==> config.mk <==
export PLATFORM = sky130hd
export DESIGN_NAME = alu_issue_scheduler
export DESIGN_NICKNAME = d
export VERILOG_FILES = /design/src/rtl/alu_issue_scheduler.sv
export SDC_FILE = /design/constraint.sdc
export NUM_CORES = 2
export LEC_CHECK = 0
export BUFFER_PORTS_ARGS = -buffer_cell sky130_fd_sc_hd__buf_2
export CAP_MARGIN = 30
export CORE_MARGIN = 2
export CORE_UTILIZATION = 45
export DETAILED_ROUTE_END_ITERATION = 6
export GPL_TIMING_DRIVEN = 0
export HOLD_SLACK_MARGIN = 0.15
export SYNTH_ARGS = -nofsm -noshare
export SYNTH_HDL_FRONTEND = slang
export SYNTH_SLANG_ARGS = --single-unit
==> constraint.sdc <==
create_clock -name clk_in -period 7.2 [get_ports clk_in]
set_input_delay 1.08 -clock clk_in [delete_from_list [all_inputs] [get_ports clk_in]]
set_output_delay 1.08 -clock clk_in [all_outputs]
set_load 0.01 [all_outputs]
==> src/rtl/alu_issue_scheduler.sv <==
// ALU reservation station: holds dispatched micro-ops, snoops two result
// buses for pending operands and issues the lowest ready slot each cycle.
module alu_issue_scheduler #(
   parameter int ENTRIES       = 8,
   parameter int IDWidth       = 32,
   parameter int ROBWidth      = 4,
   parameter int AddressWidth  = 32,
   parameter int InstTypeWidth = 6,
   parameter logic [InstTypeWidth-1:0] NOP_OP = '0
) (
   input  logic                        clk_in,
   input  logic                        rst_in,
   input  logic                        rdy_in,
   input  logic                        disp_valid_in,
   input  logic [InstTypeWidth-1:0]    disp_opcode_in,
   input  logic [IDWidth-1:0]          disp_a_in,
   input  logic [IDWidth-1:0]          disp_vj_in,
   input  logic [IDWidth-1:0]          disp_vk_in,
   input  logic [ROBWidth-1:0]         disp_qj_in,
   input  logic [ROBWidth-1:0]         disp_qk_in,
   input  logic [ROBWidth-1:0]         disp_dest_in,
   input  logic [AddressWidth-1:0]     disp_pc_in,
   output logic                        disp_full_out,
   input  logic [ROBWidth-1:0]         cdb0_tag_in,
   input  logic [IDWidth-1:0]          cdb0_val_in,
   input  logic [ROBWidth-1:0]         cdb1_tag_in,
   input  logic [IDWidth-1:0]          cdb1_val_in,
   input  logic                        rob_flush_in,
   output logic [InstTypeWidth-1:0]    sched_alu_opcode_out,
   output logic [IDWidth-1:0]          sched_alu_a_out,
   output logic [IDWidth-1:0]          sched_alu_vj_out,
   output logic [IDWidth-1:0]          sched_alu_vk_out,
   output logic [ROBWidth-1:0]         sched_alu_dest_out,
   output logic [AddressWidth-1:0]     sched_alu_pc_out,
   output logic [$clog2(ENTRIES):0]    count_out
);

   localparam int IW = $clog2(ENTRIES);
   localparam int CW = IW + 1;

   logic [ENTRIES-1:0]                     busy_q, busy_d;
   logic [ENTRIES-1:0][InstTypeWidth-1:0]  op_q, op_d;
   logic [ENTRIES-1:0][IDWidth-1:0]        a_q, a_d;
   logic [ENTRIES-1:0][IDWidth-1:0]        vj_q, vj_d;
   logic [ENTRIES-1:0][IDWidth-1:0]        vk_q, vk_d;
   logic [ENTRIES-1:0][ROBWidth-1:0]       qj_q, qj_d;
   logic [ENTRIES-1:0][ROBWidth-1:0]       qk_q, qk_d;
   logic [ENTRIES-1:0][ROBWidth-1:0]       dest_q, dest_d;
   logic [ENTRIES-1:0][AddressWidth-1:0]   pc_q, pc_d;
   logic [CW-1:0]                          count_q, count_d;

   logic [InstTypeWidth-1:0] o_op_q, o_op_d;
   logic [IDWidth-1:0]       o_a_q, o_a_d;
   logic [IDWidth-1:0]       o_vj_q, o_vj_d;
   logic [IDWidth-1:0]       o_vk_q, o_vk_d;
   logic [ROBWidth-1:0]      o_dest_q, o_dest_d;
   logic [AddressWidth-1:0]  o_pc_q, o_pc_d;

   logic          free_found, rdy_found, full, disp_acc, iss;
   logic [IW-1:0] free_idx, rdy_idx;

   always_comb begin
      busy_d   = busy_q;
      op_d     = op_q;
      a_d      = a_q;
      vj_d     = vj_q;
      vk_d     = vk_q;
      qj_d     = qj_q;
      qk_d     = qk_q;
      dest_d   = dest_q;
      pc_d     = pc_q;
      count_d  = count_q;
      o_op_d   = o_op_q;
      o_a_d    = o_a_q;
      o_vj_d   = o_vj_q;
      o_vk_d   = o_vk_q;
      o_dest_d = o_dest_q;
      o_pc_d   = o_pc_q;
      free_found = 1'b0;
      free_idx   = '0;
      rdy_found  = 1'b0;
      rdy_idx    = '0;

      // Both pickers look only at pre-edge state: no same-cycle reuse or bypass.
      for (int i = 0; i < ENTRIES; i++) begin
         if (!busy_q[i] && !free_found) begin
            free_found = 1'b1;
            free_idx   = IW'(i);
         end
         if (busy_q[i] && qj_q[i] == '0 && qk_q[i] == '0 && !rdy_found) begin
            rdy_found = 1'b1;
            rdy_idx   = IW'(i);
         end
      end

      full     = (count_q == CW'(ENTRIES));
      disp_acc = disp_valid_in && !full && !rob_flush_in;
      iss      = rdy_found && !rob_flush_in;

      for (int i = 0; i < ENTRIES; i++) begin
         if (busy_q[i] && qj_q[i] != '0) begin
            if (qj_q[i] == cdb0_tag_in) begin
               vj_d[i] = cdb0_val_in;
               qj_d[i] = '0;
            end else if (qj_q[i] == cdb1_tag_in) begin
               vj_d[i] = cdb1_val_in;
               qj_d[i] = '0;
            end
         end
         if (busy_q[i] && qk_q[i] != '0) begin
            if (qk_q[i] == cdb0_tag_in) begin
               vk_d[i] = cdb0_val_in;
               qk_d[i] = '0;
            end else if (qk_q[i] == cdb1_tag_in) begin
               vk_d[i] = cdb1_val_in;
               qk_d[i] = '0;
            end
         end
      end

      if (iss) begin
         busy_d[rdy_idx] = 1'b0;
         o_op_d   = op_q[rdy_idx];
         o_a_d    = a_q[rdy_idx];
         o_vj_d   = vj_q[rdy_idx];
         o_vk_d   = vk_q[rdy_idx];
         o_dest_d = dest_q[rdy_idx];
         o_pc_d   = pc_q[rdy_idx];
      end else begin
         o_op_d = NOP_OP;
      end

      if (disp_acc) begin
         busy_d[free_idx] = 1'b1;
         op_d[free_idx]   = disp_opcode_in;
         a_d[free_idx]    = disp_a_in;
         dest_d[free_idx] = disp_dest_in;
         pc_d[free_idx]   = disp_pc_in;
         vj_d[free_idx]   = disp_vj_in;
         qj_d[free_idx]   = disp_qj_in;
         vk_d[free_idx]   = disp_vk_in;
         qk_d[free_idx]   = disp_qk_in;
         if (disp_qj_in != '0) begin
            if (disp_qj_in == cdb0_tag_in) begin
               vj_d[free_idx] = cdb0_val_in;
               qj_d[free_idx] = '0;
            end else if (disp_qj_in == cdb1_tag_in) begin
               vj_d[free_idx] = cdb1_val_in;
               qj_d[free_idx] = '0;
            end
         end
         if (disp_qk_in != '0) begin
            if (disp_qk_in == cdb0_tag_in) begin
               vk_d[free_idx] = cdb0_val_in;
               qk_d[free_idx] = '0;
            end else if (disp_qk_in == cdb1_tag_in) begin
               vk_d[free_idx] = cdb1_val_in;
               qk_d[free_idx] = '0;
            end
         end
      end

      count_d = count_q + CW'(disp_acc) - CW'(iss);

      if (rob_flush_in) begin
         busy_d  = '0;
         count_d = '0;
      end
   end

   always_ff @(posedge clk_in or negedge rst_in) begin
      if (!rst_in) begin
         busy_q   <= '0;
         op_q     <= '0;
         a_q      <= '0;
         vj_q     <= '0;
         vk_q     <= '0;
         qj_q     <= '0;
         qk_q     <= '0;
         dest_q   <= '0;
         pc_q     <= '0;
         count_q  <= '0;
         o_op_q   <= NOP_OP;
         o_a_q    <= '0;
         o_vj_q   <= '0;
         o_vk_q   <= '0;
         o_dest_q <= '0;
         o_pc_q   <= '0;
      end else if (rdy_in) begin
         busy_q   <= busy_d;
         op_q     <= op_d;
         a_q      <= a_d;
         vj_q     <= vj_d;
         vk_q     <= vk_d;
         qj_q     <= qj_d;
         qk_q     <= qk_d;
         dest_q   <= dest_d;
         pc_q     <= pc_d;
         count_q  <= count_d;
         o_op_q   <= o_op_d;
         o_a_q    <= o_a_d;
         o_vj_q   <= o_vj_d;
         o_vk_q   <= o_vk_d;
         o_dest_q <= o_dest_d;
         o_pc_q   <= o_pc_d;
      end
   end

   assign disp_full_out        = full;
   assign count_out            = count_q;
   assign sched_alu_opcode_out = o_op_q;
   assign sched_alu_a_out      = o_a_q;
   assign sched_alu_vj_out     = o_vj_q;
   assign sched_alu_vk_out     = o_vk_q;
   assign sched_alu_dest_out   = o_dest_q;
   assign sched_alu_pc_out     = o_pc_q;

endmodule

==> flow_summary_export.csv <==
group,metric,value,unit
critical_path,rr_worst_depth,9,
critical_path,crit_slowest_cell,"nor4_1",
clock_tree,cts_tree,"built",
critical_path,path_cells,"nor4_1 -> nand3_1 -> a211oi_1 -> and2_1 -> buf_2 -> buf_2 -> buf_2 -> a31oi_1 -> a41oi_1",
clock_tree,cts_hold_buf,1,
cells_and_area,fillerInstances,17100,
die,pin_count,366,
clock_tree,clk_path_buf_depth,3,
critical_path,r2r_slack,1.82,ns
die,core,183000,um2
timing,max_slew_margin,15.0,%
yosys,syn-num-nets,9181,
critical_path,critPathLaunch,"qk_q[28]$_DFFE_PN0P_",
drt,wirelength,533000,um
clock_tree,cts_buffers,160,
clock_tree,post_cts_resize_count,0,
critical_path,cp.required,7.99,ns
die,die_area,187000,um2
grt,antenna_found_initial,103,
timing,fin_crit,5.38,ns
yosys,synth_cells,8952,
die,fp.dieW,433,um
yosys,synth_area,82800,um2
pwr,p_leak,40.1,nW
pwr,vdd_drop_max,246,uV
drt,first_pass_iters,7,
pwr,switching_share,37.4,%
yosys,ys_types,70,
pwr,p_int,17.1,mW
grt,grt_pass1_vias,82900,
yosys,synth_largest_area_cell,"dfrtp_1",
critical_path,critPathBufInv,3,
timing,finalSetupTns,0,ns
drt,drc_errors,28,
critical_path,worstSetupPathType,"reg -> reg",
pwr,share_seq_of_total_power,39.1,%
drt,ant_nets,0,
min_path,hp-class,"reg -> reg",
die,initial_core_util,45.3,%
drt,avgRoutedWirePerCell,43.2,um
grt,overflow,0,
timing,fin_worst_skew,0.0620,ns
critical_path,critPathArrivalTime,6.17,ns
critical_path,startpoint_type,"flop",
clock_tree,cts_setup_buffers,0,
placement,gp_congestion,1.14,
critical_path,r2r-start,"qk_q[28]$_DFFE_PN0P_",
critical_path,crit_top_cell,"buf_2",
timing,setup_viol,0,
pwr,pwr-share-comb,29.3,%
critical_path,cp-end-kind,"flop",
drt,drt-initial-drc-count,14100,
timing,grt_setup_unrepaired,"no",
critical_path,crit_family,"buffers and inverters",
yosys,synth_edf_count,0,
yosys,avgSynthCellArea,9.24,um2
critical_path,path_depth,9,
timing,maxSlewViolCount,0,
cells_and_area,final_util,52.6,%
cells_and_area,fin_cells,12400,
pwr,clock_power_share,31.6,%
critical_path,cp_max_fo,12,
yosys,synthTopCellsByArea,"dfrtp_1, mux2i_1, mux2_2, nor2_1, a22oi_1",
clock_tree,htreeDepth,4,
job,max_cap_violations,0,
placement,numPortBuffers,350,
clock_tree,insertion_delay,0.91,ns
grt,grt_max_degree,178,
cells_and_area,final_layout_size_suffix_gt1_share,19.0,%
timing,period_share,74.7,%
critical_path,crit_end,"sched_alu_vk_out[21]$_DFFE_PN0P_",
critical_path,reg2reg_to,"sched_alu_vk_out[21]$_DFFE_PN0P_",
grt,grt_pass1_wl,707000,um
yosys,synth_ff_type,"dfrtp_1",
clock_tree,path_clk_slew,0.06,ns
timing,fmax,186,MHz
yosys,ys_warn_count,0,
critical_path,slowest_delay,0.88,ns
drt,vias_per_cell,7.21,
drt,vias,89100,
cells_and_area,area_delta_synth_final,16.3,%
yosys,synth_seq_cells,1318,
outcome,status,"finished, violations left",
pwr,power_density,284,nW/um2
yosys,synthArstFlopShare,100,%
placement,placedCellCount,11900,
die,die_y,433,um
clock_tree,root_buffer,"clkbuf_16",
outcome,violations,"design-rule violations",
cells_and_area,layout.nets,9877,
yosys,netlist.area_leader.share,39.9,%
grt,grt_usage,55.4,%
yosys,ys_seq_area_share,39.9,%
die,num_rows,157,
timing,finalHoldViolations,0,
pwr,power.switching,10.2,mW
timing,tightest_slew,1.28,ns
placement,place.detailed.hpwl,406000,um
clock_tree,cts.sinks,1318,
==> placed cells by master, fill, tap and decap left out, drive strengths merged, types with 41 or more instances in the layout <==
master   instances
buf            902
nor4            41
nor2b           75
clkbuf         932
nand2          310
dfrtp         1318
a211oi         187
a22oi          520
mux2           738
diode          121
o22ai          169
a41oi           71
and3           148
o21ai          105
mux2i          862
o22a           204
a31oi          395
xnor2           57
nor2          1537
a2111oi        152
a21oi          669
xor2            89
==> synthesized netlist by cell type (all sizes together), types with 10 or more instances <==
master      n
a2111oi   152
o21ai     105
a21oi     669
a211oi    187
nand2     310
o211ai     14
nor2     1537
mux2      738
nand4      20
nor3       21
o2bb2ai    10
mux2i     862
nor4       41
a41oi      71
nand2b     22
a22oi     520
and3      148
o21a       34
a31oi     395
xnor2      57
dfrtp    1318
buf       369
nor2b      75
clkbuf    700
nand3      13
inv        30
xor2       89
o22ai     169
o22a      204
==> power groups by stage <==
stage	combinational, mW	clock, mW	sequential, mW
detailed placement	7.58	0	10.7
global placement	7.31	0	10.6
CTS	7.61	8.55	10.5
finish	8.02	8.64	10.7
floorplan	4.56	0	10.2
global route	8.38	8.85	10.8
==> layout make-up <==
cell class              instances  area (um2)  area share, %
flip-flops and latches       1318       33000           34.3
diodes                        121         303          0.315
repair buffers                534        4580           4.76
clock inverters                51         873          0.907
plain buffers                1069        4720           4.91
inverters                      31         116          0.121
clock buffers                 232        4520           4.70
well taps                    2464        3080           3.20
multi-input cells            6534       45100           46.8
==> state kept, by name, indices dropped and copies added (netlist names), 48 cells and up <==
signal	flops
pc_q	256
vk_q	256
op_q	48
vj_q	256
a_q	256
==> worst min-delay path by stage <==
stage                     startpoint               endpoint  slack (ns)  cells after the start
2_1_floorplan   a_q[185]$_DFFE_PN0P_   a_q[185]$_DFFE_PN0P_        0.46                      1
3_3_place_gp    a_q[185]$_DFFE_PN0P_   a_q[185]$_DFFE_PN0P_        0.47                      1
3_5_place_dp   pc_q[168]$_DFFE_PN0P_  pc_q[168]$_DFFE_PN0P_        0.48                      1
4_1_cts               disp_pc_in[13]  pc_q[173]$_DFFE_PN0P_        0.49                      2
5_1_grt         a_q[145]$_DFFE_PN0P_   a_q[145]$_DFFE_PN0P_        0.50                      1
6_report       pc_q[179]$_DFFE_PN0P_  pc_q[179]$_DFFE_PN0P_        0.49                      1
==> logic make-up (layout without fill, tap and decap cells) <==
kind of cell	Yosys count	after routing	synth area share, %
AOI/OAI and AO/OA	2570	2570	20.9
and+or+nand+nor	2212	2212	11.4
muxes	1600	1600	20.5
DFF	1318	1318	39.9
buffers and inverters	1100	1917	5.78
xor gates and xnor gates	146	146	1.55
adders and majority gates	6	6	0.0998
other	0	121	0
==> stage by stage <==
| step | hold WS (ns) | setup WS, ns | area (um2) | power (mW) |
|---|---|---|---|---|
| floorplan | 0.464 | 3.91 | 82800 | 14.8 |
| global placement | 0.472 | -25.61 | 87600 | 17.9 |
| detailed placement | 0.480 | 1.99 | 90100 | 18.2 |
| CTS | 0.491 | 2.33 | 95500 | 26.7 |
| global route | 0.503 | 1.91 | 96100 | 28.0 |
| finish | 0.491 | 1.82 | 96300 | 27.3 |
==> metal layers <==
layer	part of all wire, %	global-route usage, %	vias to the layer above
met5	0.11	0.364	-
met4	11	49.3	68
met3	15	27.9	2825
met2	40	76.7	8148
met1	34	62.1	43800
li1	-	-	34300
Note: power is estimated with default switching activity, not from simulation.
